<file path="config.mk">
export PLATFORM = sky130hd
export DESIGN_NAME = alu_share_arbiter_flat
export DESIGN_NICKNAME = d
export VERILOG_FILES = /design/src/rtl/alu_share_arbiter_if.sv /design/src/rtl/alu_share_arbiter.sv /design/src/flat_wrapper.sv
export SDC_FILE = /design/constraint.sdc
export NUM_CORES = 1
export LEC_CHECK = 0
export ABC_CLOCK_PERIOD_IN_PS = 2150
export BUFFER_PORTS_ARGS = -buffer_cell sky130_fd_sc_hd__buf_2
export CORE_MARGIN = 1.5
export CORE_UTILIZATION = 43
export DETAILED_ROUTE_END_ITERATION = 10
export GPL_TIMING_DRIVEN = 0
export PLACE_DENSITY = 0.91
export SLEW_MARGIN = 30
export SYNTH_ARGS = -nofsm -noshare
export SYNTH_HDL_FRONTEND = slang
export SYNTH_SLANG_ARGS = --single-unit
</file>
<file path="constraint.sdc">
create_clock -name clk -period 2.15 [get_ports clk]
set_clock_uncertainty 0.05 [all_clocks]
set_input_delay 0.43 -clock clk [delete_from_list [all_inputs] [get_ports clk]]
set_output_delay 0.43 -clock clk [all_outputs]
set_load 0.02 [all_outputs]
</file>
<file path="src/rtl/alu_share_arbiter_if.sv">
// Bus bundle for the shared-ALU arbiter: requester job channel, shared ALU
// operand/result bus and the tagged response channel.
interface alu_share_arbiter_if #(
  parameter int N_REQ = 4,
  parameter int WIDTH = 6,
  parameter int OPW   = 3,
  parameter int IDW   = 3
);
  logic [N_REQ-1:0]       req_valid;
  logic [N_REQ-1:0]       req_ready;
  logic [N_REQ*WIDTH-1:0] req_a;
  logic [N_REQ*WIDTH-1:0] req_b;
  logic [N_REQ*OPW-1:0]   req_op;
  logic [WIDTH-1:0]       alu_a;
  logic [WIDTH-1:0]       alu_b;
  logic [OPW-1:0]         alu_op;
  logic                   alu_en;
  logic [WIDTH-1:0]       alu_result;
  logic [3:0]             alu_flags;
  logic                   rsp_valid;
  logic                   rsp_ready;
  logic [IDW-1:0]         rsp_id;
  logic [WIDTH-1:0]       rsp_result;
  logic [3:0]             rsp_flags;
  logic                   busy;

  // Arbiter side: accepts jobs, drives the ALU, returns responses.
  modport slave (
    input  req_valid, req_a, req_b, req_op, alu_result, alu_flags, rsp_ready,
    output req_ready, alu_a, alu_b, alu_op, alu_en, rsp_valid, rsp_id,
           rsp_result, rsp_flags, busy
  );

  // Environment side: requesters, ALU datapath and response consumer.
  modport master (
    output req_valid, req_a, req_b, req_op, alu_result, alu_flags, rsp_ready,
    input  req_ready, alu_a, alu_b, alu_op, alu_en, rsp_valid, rsp_id,
           rsp_result, rsp_flags, busy
  );
endinterface

</file>
<file path="src/rtl/alu_share_arbiter.sv">
// Round-robin arbiter/sequencer sharing one ALU among N_REQ requesters.
// IDLE grants one job, EXEC holds the operands for ALU_LAT cycles and
// captures the result, RESP presents it tagged with the requester index.
module alu_share_arbiter #(
  parameter int N_REQ   = 4,
  parameter int WIDTH   = 6,
  parameter int OPW     = 3,
  parameter int ALU_LAT = 1,
  parameter int IDW     = 3
) (
  input logic          clk,
  input logic          reset,
  alu_share_arbiter_if.slave bus
);

  localparam int PW  = (N_REQ > 1) ? $clog2(N_REQ) : 1;
  localparam int LCW = $clog2(ALU_LAT + 1);
  localparam logic [LCW-1:0] LAT_LAST = LCW'(ALU_LAT - 1);
  localparam logic [PW-1:0]  LAST_REQ = PW'(N_REQ - 1);

  typedef enum logic [1:0] {
    IDLE = 2'd0,
    EXEC = 2'd1,
    RESP = 2'd2
  } state_t;

  state_t            state_r;
  state_t            state_next_s;
  logic [PW-1:0]     rr_ptr_r;
  logic [PW-1:0]     rr_next_s;
  logic [PW-1:0]     grant_idx_s;
  logic [PW-1:0]     scan_idx_s;
  logic              grant_found_s;
  logic              accept_s;
  logic              capture_s;
  logic [LCW-1:0]    lat_cnt_r;
  int                scan_s;

  logic [WIDTH-1:0]  alu_a_r;
  logic [WIDTH-1:0]  alu_b_r;
  logic [OPW-1:0]    alu_op_r;
  logic              alu_en_r;
  logic              rsp_valid_r;
  logic [IDW-1:0]    rsp_id_r;
  logic [WIDTH-1:0]  rsp_result_r;
  logic [3:0]        rsp_flags_r;
  logic              busy_r;

  // Round-robin scan: first valid requester at or after rr_ptr, with wrap.
  always_comb begin
    grant_found_s = 1'b0;
    grant_idx_s   = {PW{1'b0}};
    scan_s        = 0;
    scan_idx_s    = {PW{1'b0}};
    for (int i = 0; i < N_REQ; i++) begin
      scan_s     = (int'(rr_ptr_r) + i) % N_REQ;
      scan_idx_s = PW'(scan_s);
      if (!grant_found_s && bus.req_valid[scan_idx_s]) begin
        grant_found_s = 1'b1;
        grant_idx_s   = scan_idx_s;
      end else begin
        grant_found_s = grant_found_s;
      end
    end
  end

  // Pointer advances to the requester just after the winner.
  always_comb begin
    rr_next_s = {PW{1'b0}};
    if (grant_idx_s == LAST_REQ) begin
      rr_next_s = {PW{1'b0}};
    end else begin
      rr_next_s = grant_idx_s + PW'(1'b1);
    end
  end

  // Next-state logic and the accept/capture strobes derived from it.
  always_comb begin
    state_next_s = state_r;
    accept_s     = 1'b0;
    capture_s    = 1'b0;
    case (state_r)
      IDLE: begin
        if (grant_found_s && reset) begin
          accept_s     = 1'b1;
          state_next_s = EXEC;
        end else begin
          state_next_s = IDLE;
        end
      end
      EXEC: begin
        if (lat_cnt_r == LAT_LAST) begin
          capture_s    = 1'b1;
          state_next_s = RESP;
        end else begin
          state_next_s = EXEC;
        end
      end
      RESP: begin
        if (bus.rsp_ready) begin
          state_next_s = IDLE;
        end else begin
          state_next_s = RESP;
        end
      end
      default: begin
        state_next_s = IDLE;
      end
    endcase
  end

  // One-hot grant, combinational so a requester sees acceptance in-cycle.
  always_comb begin
    bus.req_ready = {N_REQ{1'b0}};
    if (accept_s) begin
      bus.req_ready = {{(N_REQ-1){1'b0}}, 1'b1} << grant_idx_s;
    end else begin
      bus.req_ready = {N_REQ{1'b0}};
    end
  end

  // FSM state register.
  always_ff @(posedge clk) begin
    if (!reset) begin
      state_r <= IDLE;
    end else begin
      state_r <= state_next_s;
    end
  end

  // Operand latch at accept, latency count in EXEC, result capture at exit.
  always_ff @(posedge clk) begin
    if (!reset) begin
      rr_ptr_r     <= {PW{1'b0}};
      lat_cnt_r    <= {LCW{1'b0}};
      alu_a_r      <= {WIDTH{1'b0}};
      alu_b_r      <= {WIDTH{1'b0}};
      alu_op_r     <= {OPW{1'b0}};
      rsp_id_r     <= {IDW{1'b0}};
      rsp_result_r <= {WIDTH{1'b0}};
      rsp_flags_r  <= 4'b0000;
    end else begin
      if (accept_s) begin
        alu_a_r   <= bus.req_a[grant_idx_s*WIDTH +: WIDTH];
        alu_b_r   <= bus.req_b[grant_idx_s*WIDTH +: WIDTH];
        alu_op_r  <= bus.req_op[grant_idx_s*OPW +: OPW];
        rsp_id_r  <= IDW'(grant_idx_s);
        rr_ptr_r  <= rr_next_s;
        lat_cnt_r <= {LCW{1'b0}};
      end else if (state_r == EXEC) begin
        lat_cnt_r <= lat_cnt_r + LCW'(1'b1);
      end
      if (capture_s) begin
        rsp_result_r <= bus.alu_result;
        rsp_flags_r  <= bus.alu_flags;
      end
    end
  end

  // Status outputs registered from the next state so they align with it.
  always_ff @(posedge clk) begin
    if (!reset) begin
      alu_en_r    <= 1'b0;
      rsp_valid_r <= 1'b0;
      busy_r      <= 1'b0;
    end else begin
      alu_en_r    <= (state_next_s == EXEC);
      rsp_valid_r <= (state_next_s == RESP);
      busy_r      <= (state_next_s != IDLE);
    end
  end

  assign bus.alu_a      = alu_a_r;
  assign bus.alu_b      = alu_b_r;
  assign bus.alu_op     = alu_op_r;
  assign bus.alu_en     = alu_en_r;
  assign bus.rsp_valid  = rsp_valid_r;
  assign bus.rsp_id     = rsp_id_r;
  assign bus.rsp_result = rsp_result_r;
  assign bus.rsp_flags  = rsp_flags_r;
  assign bus.busy       = busy_r;

endmodule
</file>
<file path="src/flat_wrapper.sv">
// flat-port wrapper written by rule: the top's interface ports become plain ports
module alu_share_arbiter_flat 
#(
  parameter int N_REQ   = 4,
  parameter int WIDTH   = 6,
  parameter int OPW     = 3,
  parameter int ALU_LAT = 1,
  parameter int IDW     = 3
)
  (clk, reset, bus_req_valid, bus_req_a, bus_req_b, bus_req_op, bus_alu_result, bus_alu_flags, bus_rsp_ready, bus_req_ready, bus_alu_a, bus_alu_b, bus_alu_op, bus_alu_en, bus_rsp_valid, bus_rsp_id, bus_rsp_result, bus_rsp_flags, bus_busy);
  alu_share_arbiter_if #(.N_REQ(N_REQ), .WIDTH(WIDTH), .OPW(OPW), .IDW(IDW)) bus_i ();
  input logic clk;
  input logic reset;
  input wire logic [$bits(bus_i.req_valid)-1:0] bus_req_valid;
  input wire logic [$bits(bus_i.req_a)-1:0] bus_req_a;
  input wire logic [$bits(bus_i.req_b)-1:0] bus_req_b;
  input wire logic [$bits(bus_i.req_op)-1:0] bus_req_op;
  input wire logic [$bits(bus_i.alu_result)-1:0] bus_alu_result;
  input wire logic [$bits(bus_i.alu_flags)-1:0] bus_alu_flags;
  input wire logic [$bits(bus_i.rsp_ready)-1:0] bus_rsp_ready;
  output wire logic [$bits(bus_i.req_ready)-1:0] bus_req_ready;
  output wire logic [$bits(bus_i.alu_a)-1:0] bus_alu_a;
  output wire logic [$bits(bus_i.alu_b)-1:0] bus_alu_b;
  output wire logic [$bits(bus_i.alu_op)-1:0] bus_alu_op;
  output wire logic [$bits(bus_i.alu_en)-1:0] bus_alu_en;
  output wire logic [$bits(bus_i.rsp_valid)-1:0] bus_rsp_valid;
  output wire logic [$bits(bus_i.rsp_id)-1:0] bus_rsp_id;
  output wire logic [$bits(bus_i.rsp_result)-1:0] bus_rsp_result;
  output wire logic [$bits(bus_i.rsp_flags)-1:0] bus_rsp_flags;
  output wire logic [$bits(bus_i.busy)-1:0] bus_busy;
  assign bus_i.req_valid = bus_req_valid;
  assign bus_i.req_a = bus_req_a;
  assign bus_i.req_b = bus_req_b;
  assign bus_i.req_op = bus_req_op;
  assign bus_i.alu_result = bus_alu_result;
  assign bus_i.alu_flags = bus_alu_flags;
  assign bus_i.rsp_ready = bus_rsp_ready;
  assign bus_req_ready = bus_i.req_ready;
  assign bus_alu_a = bus_i.alu_a;
  assign bus_alu_b = bus_i.alu_b;
  assign bus_alu_op = bus_i.alu_op;
  assign bus_alu_en = bus_i.alu_en;
  assign bus_rsp_valid = bus_i.rsp_valid;
  assign bus_rsp_id = bus_i.rsp_id;
  assign bus_rsp_result = bus_i.rsp_result;
  assign bus_rsp_flags = bus_i.rsp_flags;
  assign bus_busy = bus_i.busy;
  alu_share_arbiter #(.N_REQ(N_REQ), .WIDTH(WIDTH), .OPW(OPW), .ALU_LAT(ALU_LAT), .IDW(IDW)) u_core (.clk(clk), .reset(reset), .bus(bus_i));
endmodule
</file>
==> results of run 1 <==
layout by cell type, fill, tap and decap left out, types with 2 or more instances in the layout:
cell type / Yosys / final
ha_4: 0 / 3
o21a_1: 2 / 2
o221ai_1: 15 / 15
nor2b_1: 15 / 15
buf_6: 3 / 5
dfxtp_1: 35 / 34
buf_4: 1 / 4
nand3_1: 18 / 18
a21oi_1: 4 / 4
buf_2: 4 / 110
clkbuf_8: 0 / 5
nand2b_1: 5 / 4
nor2_1: 3 / 3
a21o_1: 2 / 2
clkbuf_1: 3 / 5
mux2i_1: 40 / 40
and2_4: 0 / 4
nor3_1: 2 / 2
nand2_1: 4 / 4
area by class of cell:
class | instances | area share
multi-input combinational | 131 | 0.407
sequential | 35 | 0.269
timing repair buffer | 113 | 0.229
buffer | 11 | 0.0326
clock buffer | 7 | 0.0292
tap | 50 | 0.0240
inverter | 3 | 0.00719
clock inverter | 1 | 0.00192
path summary, 6_finish.rpt:
kind                                                        start                                    end  slack (ns)  depth (start not counted)
worst max-delay path              u_core.rr_ptr_r[0]$_SDFFE_PN0P_                       bus_req_ready[3]       -0.13                          7
worst min-delay path                            bus_alu_result[0]  u_core.bus.rsp_result[0]$_SDFFE_PN0P_        0.35                          3
worst max register to register    u_core.rr_ptr_r[0]$_SDFFE_PN0P_       u_core.bus.alu_b[1]$_SDFFE_PN0P_        0.21                          7
worst min register to register  u_core.bus.rsp_id[1]$_SDFFE_PN0P_      u_core.bus.rsp_id[1]$_SDFFE_PN0P_        0.41                          2
what timing repair did:
action,in CTS,in global routing
endpoints found under the setup margin,4,18
resized for setup,27,4
pin swaps,1,2
buffers inserted,4,1
endpoints found under the hold margin,0,0
metrics by stage:
step | cell area (um^2) | util | setup TNS, ns
6_report | 2610 | 0.648 | -0.443
5_1_grt | 2610 | 0.648 | -0.772
4_1_cts | 2620 | 0.650 | -0.588
3_5_place_dp | 2430 | 0.604 | -0.975
3_3_place_gp | 2430 | 0.604 | -0.953
2_1_floorplan | 1820 | - | 0
worst max-delay path, cell delays in order (launching register included):
cell	delay (ns)
dfxtp_2	0.35
nand2b_4	0.13
a21o_1	0.13
or3b_4	0.45
clkinv_4	0.09
ha_4	0.12
and2_4	0.13
buf_6	0.11
power breakdown:
part           switching, mW  total [mW]  internal (mW)
Clock                  0.227       0.454          0.227
Sequential            0.0771       0.867          0.790
Combinational          0.600        1.11          0.512
cell families (layout without fill, tap and decap cells):
kind of cell,after synthesis,count (layout)
other cells,1,1
buf+inv,16,135
simple gates,61,61
fa+ha+maj,4,4
compound gates,25,25
mux,40,40
flops,35,35
per-layer routing:
layer,up-vias,GRT usage,part of all wire
met5,-,0,0
met4,0,0.0875,0.016
met3,9,0.0592,0.081
met2,82,0.428,0.52
met1,824,0.229,0.39
li1,899,-,-
sequential cells by signal, summed over array words and instances, names as in the netlist:
name and flops:
u_core.bus.rsp_flags 4, u_core.bus.alu_b 6, u_core.bus.busy 1, u_core.bus.alu_a 6, u_core.lat_cnt_r 1, u_core.rr_ptr_r 2, u_core.bus.rsp_id 2, u_core.bus.alu_op 3
u_core.bus.rsp_result 6, u_core.state_r 2, u_core.bus.rsp_valid 1, u_core.bus.alu_en 1
==> results by group, run 1 <==
Outcome
  – Status: complete, but fails checks
  – Failing checks: setup timing

Run
  – Max-cap violations: 0

Placed design
  – Global placer's final weighted congestion: between 0.7 and 0.8
  – Post-DP HPWL: ~3900 um
  – Dpl cells: ~340
  – Post-Place Setup Slack: -0.293 ns
  – IO buf count: 110

Floorplanning
  – Rows: 23
  – Die X-Extent: 68.0 um
  – I/O Pins: between 100 and 150
  – Die height: between 60 and 70 um
  – Core Footprint: about 0.0040 mm^2
  – Die area: ~0.0046 mm^2
  – Starting Density: 0.451

Timing
  – Tcrit/Tclk final: 1.06
  – Fmax: 439 MHz
  – Least-Margin Pin Slew: roughly 0.57 ns
  – Setup violators final: 4
  – Period minus WS final: 2.28 ns
  – Worst relative slew slack: 0.620
  – RSZ-0062 raised after global routing: true
  – Final Hold Fails: 0
  – Worst hold margin: about 0.35 ns
  – Final Max Slew Viols: 0
  – Worst Slack Setup Final: -0.126 ns

Power and ir drop
  – Tot Pwr: approximately 2.4 mW
  – PD cells: just over 900 mW/mm^2
  – Leak: between 1 and 1.5 nW
  – Worst vdd ir: between 0.0004 and 0.0005 V

Synthesis
  – Synth Area in Simple Gates: 0.191
  – Top post-synthesis cells by count: mux2i_1, dfxtp_1, nand3_1, nor2b_1, o221ai_1
  – Number of distinct library cells after synthesis: 33
  – Sequential cell area fraction in the yosys report: 0.385
  – Post-synthesis adder-cell area fraction: 0.0275
  – Yosys warnings: 0
  – Most frequent cell after synthesis: mux2i_1
  – Top-area cell type share of the netlist area: 0.385
  – Post-synth top area cell: dfxtp_1
  – Compound-cell area share of the yosys netlist: 0.108
  – Post-synth ARST share: 0
  – EDFF count, synth: 0
  – Number of synthesized register bits: 35
  – Post-synth net total: around 260
  – Synthesized area per cell: 9.99 um^2
  – Post-synth top flop: dfxtp_1
  – Multiplexer area fraction after synthesis: 0.220
  – Xor and xnor area share after synthesis: 0
  – Area contributors post-synth: dfxtp_1, mux2i_1, o221ai_1
  – Post-Synthesis Cells: between 150 and 200
  – Largest family of logic cells by synthesized area: multiplexers
  – Synthesized cell area: between 0.0015 and 0.002 mm^2

Global route
  – Largest net degree at the start of global routing: 11
  – Tot GR Track Use: 0.224
  – Antenna violations before repair: 0
  – Wire length of the first global-routing pass: 7650 um
  – Vias in the first global route: around 1.7k
  – Grt total ovfl: 0

Drt
  – Antenna Nets Post-Route: 0
  – WL final: 5000 um
  – Residual DRC: 0
  – DR WL/cell: between 10 and 15 um
  – Pre-antenna DRT Iters: 6
  – Vias: 1814
  – Routed vias/inst: 5.17
  – Iter 0 DRT Violations: 62

CTS
  – Sink Count: 35
  – Worst-skew pair later-pin latency: ~0.28 ns
  – Post-CTS Hold Buffers: 0
  – CTS tree: yes
  – Max clock buf depth: 2
  – Clock H-tree levels: 2
  – Clk slew on worst S/H paths: approximately 0.070 ns
  – Num CTS Buffers: 5
  – CTS Root Cell: clkbuf_8

Finish
  – Layout area overhead: 43.6%
  – Fillers: between 300 and 400
  – Layout cell share with drive strength beyond 1: 0.478
  – Area of the multi-input gates: 0.00106 mm^2
  – Final cell count without fillers: approximately 350
  – Diodes inserted: 0
  – Register area: roughly 700 um^2
  – Nets: roughly 380

Setup path
  – Crit path DAT: 1.80 ns
  – Crit Path Class: reg -> out
  – Worst EP required: about 1.7 ns
  – Worst setup EP type: primary output
  – Worst-path fanout max: 5
  – Crit start category: flop

Min path
  – Hold Crit Class: in -> reg
(Power assumes the default switching activity.)
==> run 2: changes to the inputs <==
--- a/config.mk
+++ b/config.mk
@@ -12,6 +12,7 @@
 export DETAILED_ROUTE_END_ITERATION = 10
 export GPL_TIMING_DRIVEN = 0
 export PLACE_DENSITY = 0.91
+export SETUP_SLACK_MARGIN = 0.1
 export SLEW_MARGIN = 30
 export SYNTH_ARGS = -nofsm -noshare
 export SYNTH_HDL_FRONTEND = slang
==> run 2 against run 1 <==
The run still ends with setup timing left. Combinational power rose by 6%. Final cell count up 1.1%. Hold slack improved by 0.0067 ns. Sequential share of layout area down 0.86 points. Wire length decreased by 2.2%. Highest routed layer unchanged. Via count grew 0.22%. Critical path depth is 1 higher. Core utilization is 2.1 points higher. Clock power is 30% higher. Non-clock buffer count grew 4. Design area increased by 3.3%. Total power is 8.2% higher.
==> results by group, run 2 (synthesized netlist as in run 1, its figures left out) <==
Setup path
  – Worst setup EP type: primary output
  – Worst-path fanout max: 4 (-1)
  – R2r setup slk: 0.27 ns (+0.06 ns)
  – Worst EP required: 1.67 ns (about the same)
  – Crit Path Class: reg -> out
  – Worst R2R Path Depth: 8 (+1)
  – Crit path DAT: 1.88 ns (+0.08 ns)
  – Crit start category: flop

Finish
  – Commonest non-fill, non-tap cells in the layout: buf_2, mux2i_1, dfxtp_1
  – Nets: 385 (+1.0%)
  – Post-layout util: 0.670 (+0.0214)
  – Final cell count without fillers: 355 (+1.1%)
  – Finished Cell Area: 0.00270 mm^2 (+3.3%)
  – Area of the multi-input gates: 0.00107 mm^2 (+0.71%)
  – Layout area overhead: 48.4%
  – Fillers: 331 (-4.6%)
  – Register area: 702 um^2 (unchanged)
  – Layout cell share with drive strength beyond 1: 0.489 (+0.0101)
  – Diodes inserted: 0 (unchanged)
  – Commonest non-fill, non-tap cell in the layout: buf_2

Global route
  – Tot GR Track Use: 0.212 (-0.0118)
  – Wire length of the first global-routing pass: 7280 um (-4.9%)
  – Largest net degree at the start of global routing: 13 (+2)
  – Vias in the first global route: 1680 (-3.6%)
  – Grt total ovfl: 0 (unchanged)
  – Antenna violations before repair: 0 (unchanged)

Timing
  – Worst hold margin: 0.360 ns (+0.00674 ns)
  – RSZ-0062 raised after global routing: true
  – Least-Margin Pin Slew: 0.501 ns (-0.0654 ns)
  – Period minus WS final: 2.36 ns (+0.0812 ns)
  – Final Max Slew Viols: 0 (unchanged)
  – Worst Slack Setup Final: -0.207 ns (-0.0812 ns)
  – Setup Total Neg Slack: -0.804 ns (-0.361 ns)
  – Tcrit/Tclk final: 1.10 (+0.0378)
  – Final Hold Fails: 0 (unchanged)
  – Worst relative slew slack: 0.664 (+0.0438)
  – Setup violators final: 4 (unchanged)
  – Fmax: 424 MHz (-3.4%)

CTS
  – Clk slew on worst S/H paths: 0.07 ns (about the same)
  – CTS tree: yes
  – Num CTS Buffers: 5 (unchanged)
  – Sink Count: 35 (unchanged)
  – Clock H-tree levels: 2 (unchanged)
  – Worst-skew pair later-pin latency: 0.28 ns (about the same)
  – CTS Root Cell: clkbuf_8
  – Max clock buf depth: 2 (unchanged)

Placed design
  – Post-Place Setup Slack: -0.218 ns (+0.0743 ns)
  – Dpl cells: 342 (unchanged)
  – DP Area: 0.00248 mm^2 (+1.9%)
  – IO buf count: 110 (unchanged)
  – Global placer's final weighted congestion: 0.714 (-8.1%)
  – Post-DP HPWL: 3800 um (-1.6%)

Min path
  – Hold Crit Class: in -> reg
  – Hold depth: 3 (unchanged)

Outcome
  – Status: complete, but fails checks
  – Failing checks: setup timing

Power and ir drop
  – Clock power share: 0.224 (+0.037)
  – Worst vdd ir: 0.000662 V (+60%)
  – Leak: 1.41 nW (+3.4%)
  – Sw Share: 0.359 (-0.0129)
  – Internal power: 1.69 mW (+10%)
  – Tot Pwr: 2.63 mW (+8.2%)
  – Reg power frac: 0.330 (-0.026)
  – PD cells: 977 mW/mm^2 (+4.8%)
  – Comb pwr share: 0.446 (-0.011)
  – Switching power: 0.946 mW (+4.5%)

Floorplanning
  – Starting Density: 0.451 (unchanged)
  – Die height: 68.0 um (unchanged)
  – Rows: 23 (unchanged)
  – I/O Pins: 112 (unchanged)
  – Die X-Extent: 68.0 um (unchanged)
  – Core Footprint: 0.00403 mm^2 (unchanged)
  – Die area: 0.00463 mm^2 (unchanged)

Drt
  – Pre-antenna DRT Iters: 4 (-2)
  – Antenna Nets Post-Route: 0 (unchanged)
  – WL final: 4890 um (-2.2%)
  – Vias: 1818 (+0.22%)
  – DR WL/cell: 13.8 um (-3.3%)
  – Routed vias/inst: 5.12 (-0.91%)
  – Iter 0 DRT Violations: 105 (+69%)
  – Residual DRC: 0 (unchanged)

Run
  – Max-cap violations: 0 (unchanged)
-- run 2: cell types whose count changed in the layout (fill, tap and decap cells not counted), sizes merged --
cell    delta
buf        +4
bufinv     +1
clkbuf     -2
clkinv     +1
-- run 2: worst max-delay path: stages (launching register included) --
cell,delay [ns]
dfxtp_2,0.35
nand2b_4,0.12
a21o_1,0.11
or3b_1,0.35
buf_6,0.13
buf_12,0.13
ha_4,0.14
and2_4,0.13
buf_6,0.12
-- run 2: power groups by stage --
stage               registers (mW)  logic [mW]  clock network, mW
floorplan                     1.02       0.629                  0
global placement             0.873        1.07                  0
detailed placement           0.879        1.10                  0
CTS                          0.868        1.17              0.600
global route                 0.886        1.27              0.631
finish                       0.870        1.18              0.589
-- run 2: layer usage --
metal / wire, um / vias to the layer above / GRT usage / share of wire
met2: 2590 / 74 / 0.420 / 0.53
met4: 17 / 0 / 0.0350 / 0.0035
met5: 0 / - / 0 / 0
li1: - / 905 / - / -
met1: 1980 / 837 / 0.224 / 0.40
met3: 305 / 2 / 0.0559 / 0.062
-- run 2: timing repair --
action	CTS	global route
gates resized for setup	14	3
pin swaps	2	2
hold buffers	0	0
buffers inserted	4	1
setup endpoints to repair	4	4
-- run 2: final cells by class --
cell class | instances | share of cell area
clock buffer | 5 | 0.0255
inverter | 3 | 0.00881
clock inverter | 3 | 0.0162
multi-input combinational | 131 | 0.397
sequential | 35 | 0.260
timing repair buffer | 115 | 0.227
tap | 50 | 0.0232
buffer | 13 | 0.0417
-- run 2: path summary, 6_finish.rpt --
path / start / end
max: u_core.rr_ptr_r[0]$_SDFFE_PN0P_ / bus_req_ready[0]
min: bus_alu_result[1] / u_core.bus.rsp_result[1]$_SDFFE_PN0P_
max reg2reg: u_core.rr_ptr_r[0]$_SDFFE_PN0P_ / u_core.bus.alu_a[2]$_SDFFE_PN0P_
min reg2reg: u_core.bus.rsp_id[1]$_SDFFE_PN0P_ / u_core.bus.rsp_id[1]$_SDFFE_PN0P_
